[src/rtl/dma_arbiter_if.sv]
`default_nettype none
// ============================================================================
// Module      : dma_arbiter_if
// Description : One DMA request/response channel (address, data, handshake).
// Revision    : 1.0 - initial release
// ============================================================================
interface dma_arbiter_if;
    logic [14:0] addr;
    logic [15:0] din;
    logic        en;
    logic [1:0]  we;
    logic        prio;
    logic [15:0] dout;
    logic        ready;
    logic        resp;

    // Requester side issues the access; responder side returns data/handshake.
    modport master (output addr, din, en, we, prio, input dout, ready, resp);
    modport slave  (input addr, din, en, we, prio, output dout, ready, resp);
endinterface
`default_nettype wire

[src/rtl/dma_arb_sel.sv]
`default_nettype none
// ============================================================================
// Module      : dma_arb_sel
// Description : Combinational two-master selector (lock, priority, tie-break).
// Revision    : 1.0 - initial release
// ============================================================================
module dma_arb_sel #(
    parameter int unsigned FIXED_PRIO = 0
) (
    input  wire i_en0,
    input  wire i_en1,
    input  wire i_pri0,
    input  wire i_pri1,
    input  wire i_lock_vld,
    input  wire i_lock_id,
    input  wire i_rr_last,
    output logic o_sel_vld,
    output logic o_sel_id
);
    localparam logic M0 = 1'b0;
    localparam logic M1 = 1'b1;

    logic w_lock_hold;

    // A locked master keeps the grant only while it still requests.
    assign w_lock_hold = i_lock_vld & ((i_lock_id == M1) ? i_en1 : i_en0);

    always_comb begin
        o_sel_vld = 1'b0;
        o_sel_id  = M0;
        if (w_lock_hold) begin
            o_sel_vld = 1'b1;
            o_sel_id  = i_lock_id;
        end else if (i_en0 && i_en1) begin
            o_sel_vld = 1'b1;
            if (i_pri0 != i_pri1) begin
                o_sel_id = i_pri1 ? M1 : M0;
            end else if (FIXED_PRIO != 0) begin
                o_sel_id = M0;
            end else begin
                o_sel_id = ~i_rr_last;
            end
        end else if (i_en0) begin
            o_sel_vld = 1'b1;
            o_sel_id  = M0;
        end else if (i_en1) begin
            o_sel_vld = 1'b1;
            o_sel_id  = M1;
        end
    end
endmodule
`default_nettype wire

[src/rtl/dma_arbiter.sv]
`default_nettype none
// ============================================================================
// Module      : dma_arbiter
// Description : Merges two DMA masters onto the single openMSP430 DMA port.
// Revision    : 1.0 - initial release
// ============================================================================
module dma_arbiter #(
    parameter int unsigned FIXED_PRIO = 0
) (
    input  wire             mclk,
    input  wire             puc_rst,
    dma_arbiter_if.slave    m0,
    dma_arbiter_if.slave    m1,
    dma_arbiter_if.master   dma
);
    localparam logic M0 = 1'b0;
    localparam logic M1 = 1'b1;

    logic r_lock_vld;
    logic r_lock_id;
    logic r_rr_last;
    logic r_own_vld;
    logic r_own_id;

    logic w_sel_vld_raw;
    logic w_sel_id;
    logic w_sel_vld;
    logic w_accept;
    logic w_ret0;
    logic w_ret1;

    dma_arb_sel #(
        .FIXED_PRIO (FIXED_PRIO)
    ) u_sel (
        .i_en0      (m0.en),
        .i_en1      (m1.en),
        .i_pri0     (m0.prio),
        .i_pri1     (m1.prio),
        .i_lock_vld (r_lock_vld),
        .i_lock_id  (r_lock_id),
        .i_rr_last  (r_rr_last),
        .o_sel_vld  (w_sel_vld_raw),
        .o_sel_id   (w_sel_id)
    );

    // Reset forces the core port idle at once, not just at the next edge.
    assign w_sel_vld = w_sel_vld_raw & ~puc_rst;
    assign w_accept  = w_sel_vld & dma.ready;

    assign dma.en   = w_sel_vld;
    assign dma.addr = !w_sel_vld ? 15'd0 : ((w_sel_id == M1) ? m1.addr : m0.addr);
    assign dma.din  = !w_sel_vld ? 16'd0 : ((w_sel_id == M1) ? m1.din  : m0.din);
    assign dma.we   = !w_sel_vld ? 2'd0  : ((w_sel_id == M1) ? m1.we   : m0.we);
    assign dma.prio = w_sel_vld & ((w_sel_id == M1) ? m1.prio : m0.prio);

    assign m0.ready = w_accept & (w_sel_id == M0);
    assign m1.ready = w_accept & (w_sel_id == M1);

    assign w_ret0  = r_own_vld & (r_own_id == M0);
    assign w_ret1  = r_own_vld & (r_own_id == M1);
    assign m0.dout = w_ret0 ? dma.dout : 16'd0;
    assign m1.dout = w_ret1 ? dma.dout : 16'd0;
    assign m0.resp = w_ret0 & dma.resp;
    assign m1.resp = w_ret1 & dma.resp;

    always_ff @(posedge mclk or posedge puc_rst) begin
        if (puc_rst) begin
            r_lock_vld <= 1'b0;
            r_lock_id  <= M0;
            r_rr_last  <= M0;
            r_own_vld  <= 1'b0;
            r_own_id   <= M0;
        end else begin
            r_own_vld <= w_accept;
            if (w_accept) begin
                r_rr_last  <= w_sel_id;
                r_own_id   <= w_sel_id;
                r_lock_vld <= 1'b0;
            end else if (w_sel_vld) begin
                // Stalled: pin the grant so the address cannot change under the core.
                r_lock_vld <= 1'b1;
                r_lock_id  <= w_sel_id;
            end else begin
                r_lock_vld <= 1'b0;
            end
        end
    end
endmodule
`default_nettype wire

[src/flat_wrapper.sv]
// flat-port wrapper written by rule: the top's interface ports become plain ports
module dma_arbiter_flat 
#(
    parameter int unsigned FIXED_PRIO = 0
)
  (mclk, puc_rst, m0_addr, m0_din, m0_en, m0_we, m0_prio, m0_dout, m0_ready, m0_resp, m1_addr, m1_din, m1_en, m1_we, m1_prio, m1_dout, m1_ready, m1_resp, dma_addr, dma_din, dma_en, dma_we, dma_prio, dma_dout, dma_ready, dma_resp);
  dma_arbiter_if m0_i ();
  dma_arbiter_if m1_i ();
  dma_arbiter_if dma_i ();
  input  wire mclk;
  input  wire puc_rst;
  input wire logic [$bits(m0_i.addr)-1:0] m0_addr;
  input wire logic [$bits(m0_i.din)-1:0] m0_din;
  input wire logic [$bits(m0_i.en)-1:0] m0_en;
  input wire logic [$bits(m0_i.we)-1:0] m0_we;
  input wire logic [$bits(m0_i.prio)-1:0] m0_prio;
  output wire logic [$bits(m0_i.dout)-1:0] m0_dout;
  output wire logic [$bits(m0_i.ready)-1:0] m0_ready;
  output wire logic [$bits(m0_i.resp)-1:0] m0_resp;
  input wire logic [$bits(m1_i.addr)-1:0] m1_addr;
  input wire logic [$bits(m1_i.din)-1:0] m1_din;
  input wire logic [$bits(m1_i.en)-1:0] m1_en;
  input wire logic [$bits(m1_i.we)-1:0] m1_we;
  input wire logic [$bits(m1_i.prio)-1:0] m1_prio;
  output wire logic [$bits(m1_i.dout)-1:0] m1_dout;
  output wire logic [$bits(m1_i.ready)-1:0] m1_ready;
  output wire logic [$bits(m1_i.resp)-1:0] m1_resp;
  output wire logic [$bits(dma_i.addr)-1:0] dma_addr;
  output wire logic [$bits(dma_i.din)-1:0] dma_din;
  output wire logic [$bits(dma_i.en)-1:0] dma_en;
  output wire logic [$bits(dma_i.we)-1:0] dma_we;
  output wire logic [$bits(dma_i.prio)-1:0] dma_prio;
  input wire logic [$bits(dma_i.dout)-1:0] dma_dout;
  input wire logic [$bits(dma_i.ready)-1:0] dma_ready;
  input wire logic [$bits(dma_i.resp)-1:0] dma_resp;
  assign m0_i.addr = m0_addr;
  assign m0_i.din = m0_din;
  assign m0_i.en = m0_en;
  assign m0_i.we = m0_we;
  assign m0_i.prio = m0_prio;
  assign m0_dout = m0_i.dout;
  assign m0_ready = m0_i.ready;
  assign m0_resp = m0_i.resp;
  assign m1_i.addr = m1_addr;
  assign m1_i.din = m1_din;
  assign m1_i.en = m1_en;
  assign m1_i.we = m1_we;
  assign m1_i.prio = m1_prio;
  assign m1_dout = m1_i.dout;
  assign m1_ready = m1_i.ready;
  assign m1_resp = m1_i.resp;
  assign dma_addr = dma_i.addr;
  assign dma_din = dma_i.din;
  assign dma_en = dma_i.en;
  assign dma_we = dma_i.we;
  assign dma_prio = dma_i.prio;
  assign dma_i.dout = dma_dout;
  assign dma_i.ready = dma_ready;
  assign dma_i.resp = dma_resp;
  dma_arbiter #(.FIXED_PRIO(FIXED_PRIO)) u_core (.mclk(mclk), .puc_rst(puc_rst), .m0(m0_i), .m1(m1_i), .dma(dma_i));
endmodule
[config.mk]
export PLATFORM = sky130hd
export DESIGN_NAME = dma_arbiter_flat
export DESIGN_NICKNAME = d
export VERILOG_FILES = /design/src/rtl/dma_arbiter_if.sv /design/src/rtl/dma_arb_sel.sv /design/src/rtl/dma_arbiter.sv /design/src/flat_wrapper.sv
export SDC_FILE = /design/constraint.sdc
export NUM_CORES = 1
export LEC_CHECK = 0
export CORE_MARGIN = 8
export CORE_UTILIZATION = 28
export DETAILED_ROUTE_END_ITERATION = 8
export GPL_ROUTABILITY_DRIVEN = 0
export MAX_ROUTING_LAYER = met4
export PLACE_DENSITY = 0.92
export SLEW_MARGIN = 5
export SYNTH_ARGS = -nofsm -noshare
export SYNTH_HDL_FRONTEND = slang
export SYNTH_SLANG_ARGS = --single-unit
[constraint.sdc]
create_clock -name mclk -period 6.5 [get_ports mclk]
set_clock_uncertainty 0.15 [all_clocks]
set_input_delay 1.95 -clock mclk [delete_from_list [all_inputs] [get_ports mclk]]
set_output_delay 1.95 -clock mclk [all_outputs]
set_load 0.05 [all_outputs]
==> results_dict.tcl <==
set metrics [dict create \
    grt_pass1_vias 2039 \
    fin_total_pwr_uw 433.3 \
    period_share 0.9609 \
    critical_path_arrival_ns 4.15 \
    path_cells "clkdlybuf4s50_1 -> nor2b_1 -> a31o_1 -> nor2_4 -> buf_4 -> o21ai_2 -> buf_12" \
    cpMaxStageDelayCell "nor2_4" \
    globalRouteOverflowTotal 0 \
    yosysTopAreaCellShare 0.2010 \
    rsz0062_at_grt "no" \
    drt_pass1_iterations 4 \
    holdWs_ns 0.4412 \
    rows 24 \
    drc 0 \
    worst_slew_pin_slew_ns 0.8932 \
    start_util 0.2861 \
    grt_pass1_wl_mm 10.14 \
    fmax_ghz 0.1601 \
    clk_pin_slew_ns 0.03 \
    yosys_warnings 0 \
    ir_worst_vdd_uv 67.34 \
    grt_antenna_before_repair 0 \
    cp_max_fo 25 \
    htreeDepth 1 \
    vias 1981 \
    nFillCells 320 \
    drive_gt1_frac 0.2348 \
    crit_required_ns 4.40 \
    cts_resized 0 \
    slew_violations 0 \
    mappedNetlistArea_um2 1220 \
    numCtsBuffers 3 \
    die_w_um 82.01 \
    layout_commonest_cell "clkdlybuf4s50_1" \
    grtUsageTotal 0.1977 \
    period_minus_slack_ns 6.246 \
    critical_path_class "in2out" \
    multi_input_area_um2 963.4 \
    ff_latch_area_um2 100.1 \
    drt-initial-drc-count 112 \
    antenna_left 0 \
    diodes 0 \
    power_leakage_uw 0.001271 \
    hold_viol 0 \
    synth_fp_nets 273 \
    combPwrFrac 0.800 \
    p_per_area_nw_per_um2 135.7 \
    p_sw_frac 0.4761 \
    worst-path-buf-inv 3 \
    root_buffer "clkbuf_8" \
    setup_viol 0 \
    hold_class "reg2reg" \
    synth_cell_types 25 \
    boundaryPins 161 \
    avgSynthCellArea_um2 6.666 \
    ctsHoldBuffers 0 \
    grt_max_degree 72 \
    p_clk_frac 0.116 \
    layout.nets 420 \
    syn_to_final_growth_pct 161.6 \
    drt-vias-per-instance 5.213 \
    cts_tree "built" \
    syn_inst 183 \
    totalWireLength_mm 6.900 \
    core_area_um2 4264 \
    cap_violations 0 \
    fp.dieArea_um2 6725 \
    cts_buffer_depth 2 \
    drt-wirelength-per-cell_um 18.16 \
    dp_hpwl_mm 5.660 \
    setup_tns_ns 0 \
    start_kind "primary input" \
    synth.largest_area_cell "o21ai_2" \
    slew-limit-headroom 0.4033 \
    netlist_top_cells_area "o21ai_2, nand4_1, nand2_1, and2_1, and3_1" \
    numClockSinks 4 \
    final_cell_mix "clkdlybuf4s50_1, buf_12, nand2_1" \
    status "completed" \
    portBuffers 160 \
    endpoint_kind "output port" \
    cts_setup_buffers 0 \
    synth_seq_cells 4 \
    seq_area_frac_synth 0.08205 \
    critPathTopFamily "buffers and inverters" \
    die_h_um 82.01 \
    switchingPower_uw 206.3 \
    clk_latency_ns 0.21 \
    p_seq_frac 0.084 \
    slowest_delay_ns 0.62 \
    p_int_uw 227.0 \
]
==> final cells by class <==
type / count / share of cell area
timing repair buffer: 164 / 0.6311
clock buffer: 3 / 0.01294
multi-input combinational: 155 / 0.3018
tap: 52 / 0.02038
sequential: 4 / 0.03136
inverter: 2 / 0.002352
==> worst reg2reg max path, stage by stage, from the launching register on <==
cell and delay [ns]:
dfrtp_1 0.66, a211oi_2 0.20, nor2_4 0.67, a21oi_2 0.11
==> sequential cells by signal (all words and copies together) (netlist names) <==
register,count
u_core.r_lock_id,1
u_core.r_lock_vld,1
u_core.r_own_vld,1
u_core.r_rr_last,1
==> metal layers <==
metal | up-vias | part of all wire | GRT usage
li1 | 961 | - | -
met1 | 916 | 0.35 | 0.2020
met2 | 90 | 0.56 | 0.3615
met3 | 14 | 0.061 | 0.03611
met4 | 0 | 0.030 | 0.08070
met5 | - | 0 | -
==> kinds of logic (layout without fill, tap and decap cells) <==
group / Yosys count / count (layout) / synth area share
DFF: 4 / 4 / 0.08205
buffers and inverters: 24 / 169 / 0.1282
and+or+nand+nor: 114 / 114 / 0.5097
AOI/OAI and AO/OA: 41 / 41 / 0.2800
==> worst paths after layout <==
kind / cells after the start / slack, ns / start / to
setup / recovery: 7 / 0.25 / m1_en / dma_din[14]
hold / removal: 2 / 0.44 / u_core.r_lock_id$_DFFE_PP0P_ / u_core.r_lock_id$_DFFE_PP0P_
setup reg to reg: 3 / 4.55 / u_core.r_rr_last$_DFFE_PP0P_ / u_core.r_lock_id$_DFFE_PP0P_
hold reg to reg: 2 / 0.44 / u_core.r_lock_id$_DFFE_PP0P_ / u_core.r_lock_id$_DFFE_PP0P_
max in group asynchronous: 2 / 4.24 / puc_rst / u_core.r_lock_id$_DFFE_PP0P_
min in group asynchronous: 2 / 1.82 / puc_rst / u_core.r_lock_vld$_DFF_PP0_
==> power by group through the flow <==
stage | sequential, uW | combinational, uW | clock [uW]
after floorplan | 30.7 | 184 | 0
after global placement | 36.5 | 342 | 0
after detailed placement | 36.7 | 348 | 0
after CTS | 36.4 | 349 | 51.6
after global routing | 38.1 | 361 | 54.4
final | 36.5 | 347 | 50.1
==> Yosys cell counts <==
master / instances
a21oi_2: 1
a31o_1: 1
o21ai_2: 28
a21oi_1: 1
buf_2: 8
nand4_1: 34
and2_1: 17
nand2b_1: 2
a31oi_2: 1
nand2_1: 35
buf_6: 7
inv_1: 2
buf_4: 1
nor2_4: 1
nor3_1: 1
o21ai_1: 2
a211o_1: 1
o21ba_2: 1
dfrtp_1: 4
and3_1: 17
o21ai_0: 4
nor2_1: 3
a211oi_2: 1
nor2b_1: 4
clkbuf_1: 6
==> per-stage QoR <==
step           setup slack (ns)  std cells    util  area (um^2)
2_1_floorplan            0.7606        183       -         1220
3_3_place_gp             0.3018        377  0.7389         3151
3_5_place_dp             0.2470        377  0.7389         3151
4_1_cts                  0.2408        380  0.7485         3192
5_1_grt                  0.1017        380  0.7485         3192
6_report                 0.2541        380  0.7485         3192
No activity file was read; power rests on OpenSTA's default activity.
